**src/rtl/mux_sel_sequencer.sv**
```systemverilog
// mux_sel_sequencer: loads a byte onto the m81 data inputs and
// steps its select through all eight slots (parallel-to-serial).
module mux_sel_sequencer #(
  parameter int unsigned DIV_W     = 4,
  parameter bit          MSB_FIRST = 1'b0
) (
  input  logic             clk,
  input  logic             rst,
  input  logic             load_valid,
  output logic             load_ready,
  input  logic [7:0]       load_data,
  input  logic [DIV_W-1:0] load_div,
  input  logic             abort,
  output logic [7:0]       d_out,
  output logic [2:0]       sel,
  output logic             bit_strobe,
  output logic             busy,
  output logic             done
);

  typedef enum logic [1:0] {
    IDLE  = 2'd0,
    SHIFT = 2'd1,
    DONE  = 2'd2
  } state_t;

  localparam logic [2:0] SEL_FIRST =
    MSB_FIRST ? 3'd7 : 3'd0;

  state_t           state;
  state_t           state_n;
  logic [DIV_W-1:0] div_reg;
  logic [DIV_W-1:0] div_n;
  logic [DIV_W-1:0] cnt;
  logic [DIV_W-1:0] cnt_n;
  logic [2:0]       bit_idx;
  logic [2:0]       idx_n;
  logic [7:0]       d_n;
  logic [2:0]       sel_n;
  logic             strobe_n;
  logic             done_n;
  logic             slot_end;
  logic             last_bit;

  assign load_ready = (state == IDLE);
  assign busy       = (state != IDLE);
  assign slot_end   = (cnt == div_reg);
  assign last_bit   = (bit_idx == 3'd7);

  // state register
  always_ff @(posedge clk) begin
    if (rst) begin
      state <= IDLE;
    end else begin
      state <= state_n;
    end
  end

  // next-state and next-datapath decode
  always_comb begin
    state_n  = state;
    d_n      = d_out;
    sel_n    = sel;
    div_n    = div_reg;
    cnt_n    = cnt;
    idx_n    = bit_idx;
    strobe_n = 1'b0;
    done_n   = 1'b0;
    unique case (state)
      IDLE: begin
        if (load_valid) begin
          d_n      = load_data;
          div_n    = load_div;
          sel_n    = SEL_FIRST;
          idx_n    = 3'd0;
          cnt_n    = '0;
          strobe_n = 1'b1;
          state_n  = SHIFT;
        end
      end
      SHIFT: begin
        if (abort) begin
          cnt_n   = '0;
          state_n = IDLE;
        end else if (slot_end) begin
          cnt_n = '0;
          if (last_bit) begin
            done_n  = 1'b1;
            state_n = DONE;
          end else begin
            idx_n    = bit_idx + 3'd1;
            sel_n    = MSB_FIRST ? sel - 3'd1
                                 : sel + 3'd1;
            strobe_n = 1'b1;
          end
        end else begin
          cnt_n = cnt + DIV_W'(1);
        end
      end
      DONE: begin
        if (abort) begin
          cnt_n = '0;
        end
        state_n = IDLE;
      end
      default: begin
        state_n = IDLE;
      end
    endcase
  end

  // datapath and registered pulse outputs
  always_ff @(posedge clk) begin
    if (rst) begin
      d_out      <= '0;
      sel        <= '0;
      div_reg    <= '0;
      cnt        <= '0;
      bit_idx    <= '0;
      bit_strobe <= 1'b0;
      done       <= 1'b0;
    end else begin
      d_out      <= d_n;
      sel        <= sel_n;
      div_reg    <= div_n;
      cnt        <= cnt_n;
      bit_idx    <= idx_n;
      bit_strobe <= strobe_n;
      done       <= done_n;
    end
  end

endmodule
```
**config.mk**
```make
export PLATFORM = sky130hd
export DESIGN_NAME = mux_sel_sequencer
export DESIGN_NICKNAME = d
export VERILOG_FILES = /design/src/rtl/mux_sel_sequencer.sv
export SDC_FILE = /design/constraint.sdc
export NUM_CORES = 1
export LEC_CHECK = 0
export CAP_MARGIN = 40
export CELL_PAD_IN_SITES_DETAIL_PLACEMENT = 1
export CELL_PAD_IN_SITES_GLOBAL_PLACEMENT = 2
export CORE_ASPECT_RATIO = 1.4
export CORE_MARGIN = 2
export CORE_UTILIZATION = 24
export CTS_CLUSTER_DIAMETER = 120
export CTS_CLUSTER_SIZE = 28
export DETAILED_ROUTE_END_ITERATION = 8
export GPL_ROUTABILITY_DRIVEN = 0
export GPL_TIMING_DRIVEN = 0
export PLACE_DENSITY = 0.85
export SYNTH_ARGS = -nofsm -noshare
export SYNTH_HDL_FRONTEND = slang
export SYNTH_SLANG_ARGS = --single-unit
```
**constraint.sdc**
```tcl
create_clock -name clk -period 1.6 [get_ports clk]
set_input_delay 0.32 -clock clk [delete_from_list [all_inputs] [get_ports clk]]
set_output_delay 0.32 -clock clk [all_outputs]
set_load 0.02 [all_outputs]
```
==> impl_metrics.ini, run 1 <==
[worst_setup_path]
cp_data_arrival_time_ns = 1.75
cp_top_family = simple AND/OR/NAND/NOR gates
worstSetupPathType = reg -> reg
crit_path_cell_trace = or3b_4 -> buf_6 -> or4_1 -> a21oi_1
startpoint_type = flip-flop
crit_slowest_cell = or3b_4
r2r_setup_slack_ns = 0.03
path_buf_inv = 1
cp.required_ns = 1.79
max_stage_delay_ns = 0.40
crit_fanout = 8
cp-end-kind = flip-flop

[grt]
grt.overflow.total = 0
grt_pass1_wl_um = 5220
grt_pass1_vias = 1152
grt_start_max_net_pins = 14
antenna_found_initial = 0
grt_util_all_layers = 0.132

[route]
routed_wl_um = 3420
detail-route-antenna-nets = 0
wl_per_cell_um = 14.7
num_vias = 1087
via_per_inst = 4.69
drc = 0
drtIter0Drc = 29
drt-pass1-iter-count = 4

[sta]
setup_viol = 0
hold_viol = 0
rsz0062_at_grt = true
maxSlewHeadroom = 0.650
final_max_slew_viol_count = 0
skew_ns = 0.00450
clock.fmax_ghz = 0.638
post-route-period-util = 0.980
tightestPinTransition_ns = 0.525
tns_ns = 0
finalCriticalPeriod_ns = 1.57

[yosys]
syn_area_um2 = 1110
synth_most_common_cell = nand2_1
syn_area_per_cell_um2 = 8.65
synth_top_area_cell = dfxtp_1
synth_warnings = 0
ys_ff_latch = 26
syn-num-nets = 148
synth_top_area_frac = 0.470
synthTopCellsByArea = dfxtp_1 (47%), nand2_1 (11%), a21oi_1 (7.2%)
synthArstFlopShare = 0
ys.flop_type = dfxtp_1
synthCells = 128
synth-edff-count = 0
seq_area_frac_synth = 0.470
ys_types = 26
synth_common_cells = nand2_1 (32), dfxtp_1 (26), a21oi_1 (16)

[floorplanning]
die_w_um = 61.4
initial_core_util = 0.246
core_um2 = 4500
num_io_pins = 31
std_cell_rows = 29
die_y_um = 84.4
dieArea_um2 = 5180

[cells_and_area]
seqCellArea_um2 = 536
final_nets = 192
area_delta_synth_final_pct = 55.7
layout-drive-gt1-share = 0.235
antenna_cells = 0
largest_reg_flops = 8
fin_cells = 232
multi_input_area_um2 = 648
fillers = 546

[clock_tree]
clk_path_buf_depth = 2
cts_tree = done
clock_latency_ns = 0.26
cts_buffers = 3
h-tree-depth = 1
clk_pin_slew_worst_paths_ns = 0.08
clkSinkCount = 26
root_buffer = clkbuf_8

[hold_path]
min-delay-path-class = reg -> reg

[flow_run]
cap_violations = 0

[power_and_ir_drop]
ir_worst_vdd_mv = 0.322
p_leak_uw = 0.000676
p_per_area_nw_per_um2 = 755

[outcome]
outcome = completed

[placement]
port_buffers = 30
place_inst = 220
hpwlAfterDp_um = 2440
tightest hold or removal path, stage by stage (launching register included):
cell	delay [ns]
dfxtp_1	0.32
nand2_1	0.05
a21oi_1	0.05
per-stage QoR:
| stage | instance area [um^2] | hold WS, ns | total power (uW) | worst slack [ns] | utilization |
|---|---|---|---|---|---|
| 2_1_floorplan | 1110 | 0.397 | 808 | 0.0297 | - |
| 3_3_place_gp | 1490 | 0.446 | 905 | -0.512 | 0.330 |
| 3_5_place_dp | 1490 | 0.451 | 916 | -0.616 | 0.330 |
| 4_1_cts | 1600 | 0.466 | 1280 | 0.000194 | 0.355 |
| 5_1_grt | 1720 | 0.488 | 1380 | -0.0333 | 0.383 |
| 6_report | 1720 | 0.463 | 1300 | 0.0327 | 0.383 |
cell type report:
cell class	count	share of cell area
well taps	62	0.0450
clock buffers	3	0.0239
flip-flops and latches	26	0.311
multi-input cells	94	0.376
inverters	2	0.00581
repair buffers	40	0.222
plain buffers	5	0.0167
layout by cell type (no fill, tap or decap), types with 4 or more instances in the layout:
cell type | Yosys | layout
nand3_1 | 5 | 5
buf_4 | 0 | 9
xnor2_2 | 0 | 4
clkdlybuf4s50_1 | 0 | 24
nand2_1 | 32 | 32
mux2i_1 | 4 | 4
dfxtp_1 | 26 | 16
dfxtp_2 | 0 | 9
nor2_1 | 7 | 7
a21oi_1 | 16 | 15
cells by family (layout without fill, tap and decap cells):
kind of cell,Yosys count,count (layout),synth area share
muxes,4,4,0.0362
and+or+nand+nor,56,56,0.233
xor gates and xnor gates,4,4,0.0316
buffers and inverters,8,50,0.0350
adders and majority gates,4,4,0.0452
DFF,26,26,0.470
AOI/OAI and AO/OA,26,26,0.149
layer usage:
layer	share of wire	vias to the layer above	track usage
met3	0.017	5	0.0200
met4	0.010	0	0.0426
li1	-	534	-
met1	0.36	534	0.130
met2	0.61	14	0.261
met5	0	-	0
path summary, 6_finish.rpt:
kind                         start                      end  cells past startpoint
min reg2reg  d_out[3]$_SDFFE_PP0P_    d_out[3]$_SDFFE_PP0P_                      2
max reg2reg  state[0]$_SDFFE_PP0P_  bit_idx[0]$_SDFFE_PP0P_                      4
min          d_out[3]$_SDFFE_PP0P_    d_out[3]$_SDFFE_PP0P_                      2
max          state[0]$_SDFFE_PP0P_  bit_idx[0]$_SDFFE_PP0P_                      4
power by group:
group / switching, uW / total, uW / internal [uW]
clock network: 181 / 350 / 168
logic: 129 / 259 / 130
registers: 20.3 / 693 / 672
total: 331 / 1300 / 971
repair_timing:
action	CTS	global route
gates resized for setup	19	21
hold buffers	0	0
cloned	0	0
setup buffers	3	7
endpoints found under the setup margin	23	18
pin swaps	3	10
No activity file was read; power rests on OpenSTA's default activity.
==> run 2: changes to the inputs <==
--- a/config.mk
+++ b/config.mk
@@ -10,13 +10,13 @@
 export CELL_PAD_IN_SITES_GLOBAL_PLACEMENT = 2
 export CORE_ASPECT_RATIO = 1.4
 export CORE_MARGIN = 2
-export CORE_UTILIZATION = 24
+export CORE_UTILIZATION = 29
 export CTS_CLUSTER_DIAMETER = 120
 export CTS_CLUSTER_SIZE = 28
 export DETAILED_ROUTE_END_ITERATION = 8
 export GPL_ROUTABILITY_DRIVEN = 0
 export GPL_TIMING_DRIVEN = 0
-export PLACE_DENSITY = 0.85
+export PLACE_DENSITY = 0.95
 export SYNTH_ARGS = -nofsm -noshare
 export SYNTH_HDL_FRONTEND = slang
 export SYNTH_SLANG_ARGS = --single-unit
==> constraint.sdc (replaced) <==
create_clock -name clk -period 1.83 [get_ports clk]
set_input_delay 0.366 -clock clk [delete_from_list [all_inputs] [get_ports clk]]
set_output_delay 0.366 -clock clk [all_outputs]
set_load 0.02 [all_outputs]
==> run 2 against run 1 <==
Largest power group unchanged. Core utilization increased by 3.4 points. Sequential share of layout area is 3.3 points higher. Die area decreased by 16%. Sequential power shrank 13%. Flip-flop and latch count unchanged. Highest routed layer unchanged. Register-to-register slack improved by 0.12 ns. Largest cell class unchanged. Global-route usage rose by 1.7 points. Combinational power down 26%. Setup slack gained 0.058 ns.
==> impl_metrics.ini, run 2 (synthesis gave the netlist of run 1 again) <==
[cells_and_area]
final_nets = 185
largest_reg_flops = 8
layout-drive-gt1-share = 0.0613
fillers = 438
mostFrequentLayoutCells = nand2_1 (32), clkdlybuf4s50_1 (28), dfxtp_1 (25)
fin_cells = 205
layout_commonest_cell = nand2_1
area_delta_synth_final_pct = 37.3
stdcell_area_um2 = 1520
antenna_cells = 0

[sta]
post-route-period-util = 0.950
tns_ns = 0
setup_viol = 0
tightestPinTransition_ns = 0.516
clock.fmax_ghz = 0.575
rsz0062_at_grt = true
fin_ws_ns = 0.0906
final_max_slew_viol_count = 0
skew_ns = 0.00408
maxSlewHeadroom = 0.656
finalCriticalPeriod_ns = 1.74
hold_viol = 0

[worst_setup_path]
max_stage_delay_ns = 0.46
crit_path_cell_trace = clkdlybuf4s50_1 -> or3b_1 -> buf_6 -> or4_1 -> a21oi_1
worstSetupPathType = in -> reg
cp.required_ns = 2.03
startpoint_type = input pin
crit_fanout = 10
cp_data_arrival_time_ns = 1.94
cp-end-kind = flip-flop
crit_slowest_cell = or4_1

[placement]
placed_cell_area_um2 = 1460
place_ws_ns = -0.275
port_buffers = 30
place_inst = 200
hpwlAfterDp_um = 2310

[floorplanning]
core_um2 = 3640
num_io_pins = 31
std_cell_rows = 26
initial_core_util = 0.304
dieArea_um2 = 4340
die_y_um = 77.1
die_w_um = 56.2

[grt]
grt_util_all_layers = 0.149
grt_pass1_wl_um = 5110
grt_start_max_net_pins = 14
grt.overflow.total = 0
antenna_found_initial = 0
grt_pass1_vias = 1124

[route]
routed_wl_um = 2940
drtIter0Drc = 9
drc = 0
route.met2.wl_um = 1650
detail-route-antenna-nets = 0
drt-met1-wl_um = 1120
wl_per_cell_um = 14.3
dr.max_layer_used = met4
wl_met3_um = 113
num_vias = 1052
drt-pass1-iter-count = 3
via_per_inst = 5.13

[clock_tree]
clk_path_buf_depth = 2
clk_pin_slew_worst_paths_ns = 0.09
h-tree-depth = 1
cts_tree = done
clkSinkCount = 26
cts_buffers = 3
postCtsHoldBufs = 0
clock_latency_ns = 0.27
root_buffer = clkbuf_8

[power_and_ir_drop]
clkPwrFrac = 0.288
p_switching_uw = 288
power_switching_share = 0.258
p_per_area_nw_per_um2 = 734
combPwrFrac = 0.172
ir_worst_vdd_mv = 0.407
p_leak_uw = 0.000564
power_uw = 1120
seqPwrFrac = 0.540
intPower_uw = 827

[outcome]
outcome = completed

[flow_run]
cap_violations = 0

[hold_path]
min-delay-path-class = reg -> reg
[run 2: cell types whose count changed in the layout (fill, tap and decap cells not counted), sizes merged]
cell           delta
buf               -8
dlygate4sd2       -1
clkdlybuf4s50     +4
clkbuf            +1
dlymetal6s2s      -3
[run 2: critical path, delay by kind of cell]
kind,cells,cell delay [ns]
buffers and inverters,2,0.58
AO/OA/AOI/OAI,1,0.14
AND/OR/NAND/NOR,2,0.84
[run 2: path summary, 6_finish.rpt]
| path | start | end | slack (ns) | depth (start not counted) |
|---|---|---|---|---|
| min | d_out[0]$_SDFFE_PP0P_ | d_out[0]$_SDFFE_PP0P_ | 0.46 | 2 |
| max | abort | sel[2]$_SDFFE_PP0P_ | 0.09 | 5 |
| max reg2reg | cnt[1]$_SDFFE_PP0P_ | bit_idx[1]$_SDFFE_PP0P_ | 0.15 | 6 |
| min reg2reg | d_out[0]$_SDFFE_PP0P_ | d_out[0]$_SDFFE_PP0P_ | 0.46 | 2 |
[run 2: power groups by stage]
stage	sequential [uW]	combinational [uW]	clock, uW
after detailed placement	615	185	0
after floorplan	628	77.9	0
after CTS	603	194	329
final	603	192	321
after global placement	614	178	0
after global routing	606	211	359
[run 2: repair_timing]
item / 4_1_cts / 5_1_grt
setup endpoints to repair: 9 / 11
hold endpoints to repair: 0 / 0
pin swaps: 1 / 0
gates resized for setup: 3 / 1
buffers inserted: 2 / 0
[run 2: routing by layer]
metal,global-route usage,vias up
met5,0,-
met4,0.0643,0
met3,0.0253,5
met2,0.289,22
met1,0.151,505
li1,-,520
[run 2: layout make-up]
type,count,area [um^2],area share
Buffer,6,31.3,0.0206
Clock buffer,3,41.3,0.0272
Inverter,2,7.51,0.00494
Multi-Input combinational cell,94,553,0.364
Sequential cell,26,522,0.343
Tap cell,42,52.6,0.0346
Timing Repair Buffer,32,313,0.206
[run 2: per-stage QoR]
step / util / hold slack, ns
floorplan: - / 0.442
global placement: 0.401 / 0.442
detailed placement: 0.401 / 0.450
CTS: 0.416 / 0.466
global route: 0.417 / 0.497
finish: 0.417 / 0.465
==> run 3: changes to the inputs <==
--- a/config.mk
+++ b/config.mk
@@ -17,6 +17,7 @@
 export GPL_ROUTABILITY_DRIVEN = 0
 export GPL_TIMING_DRIVEN = 0
 export PLACE_DENSITY = 0.95
+export SLEW_MARGIN = 20
 export SYNTH_ARGS = -nofsm -noshare
 export SYNTH_HDL_FRONTEND = slang
 export SYNTH_SLANG_ARGS = --single-unit
==> results of run 3 <==
No change in the layout: final DEF, timing and power equal those of run 2.
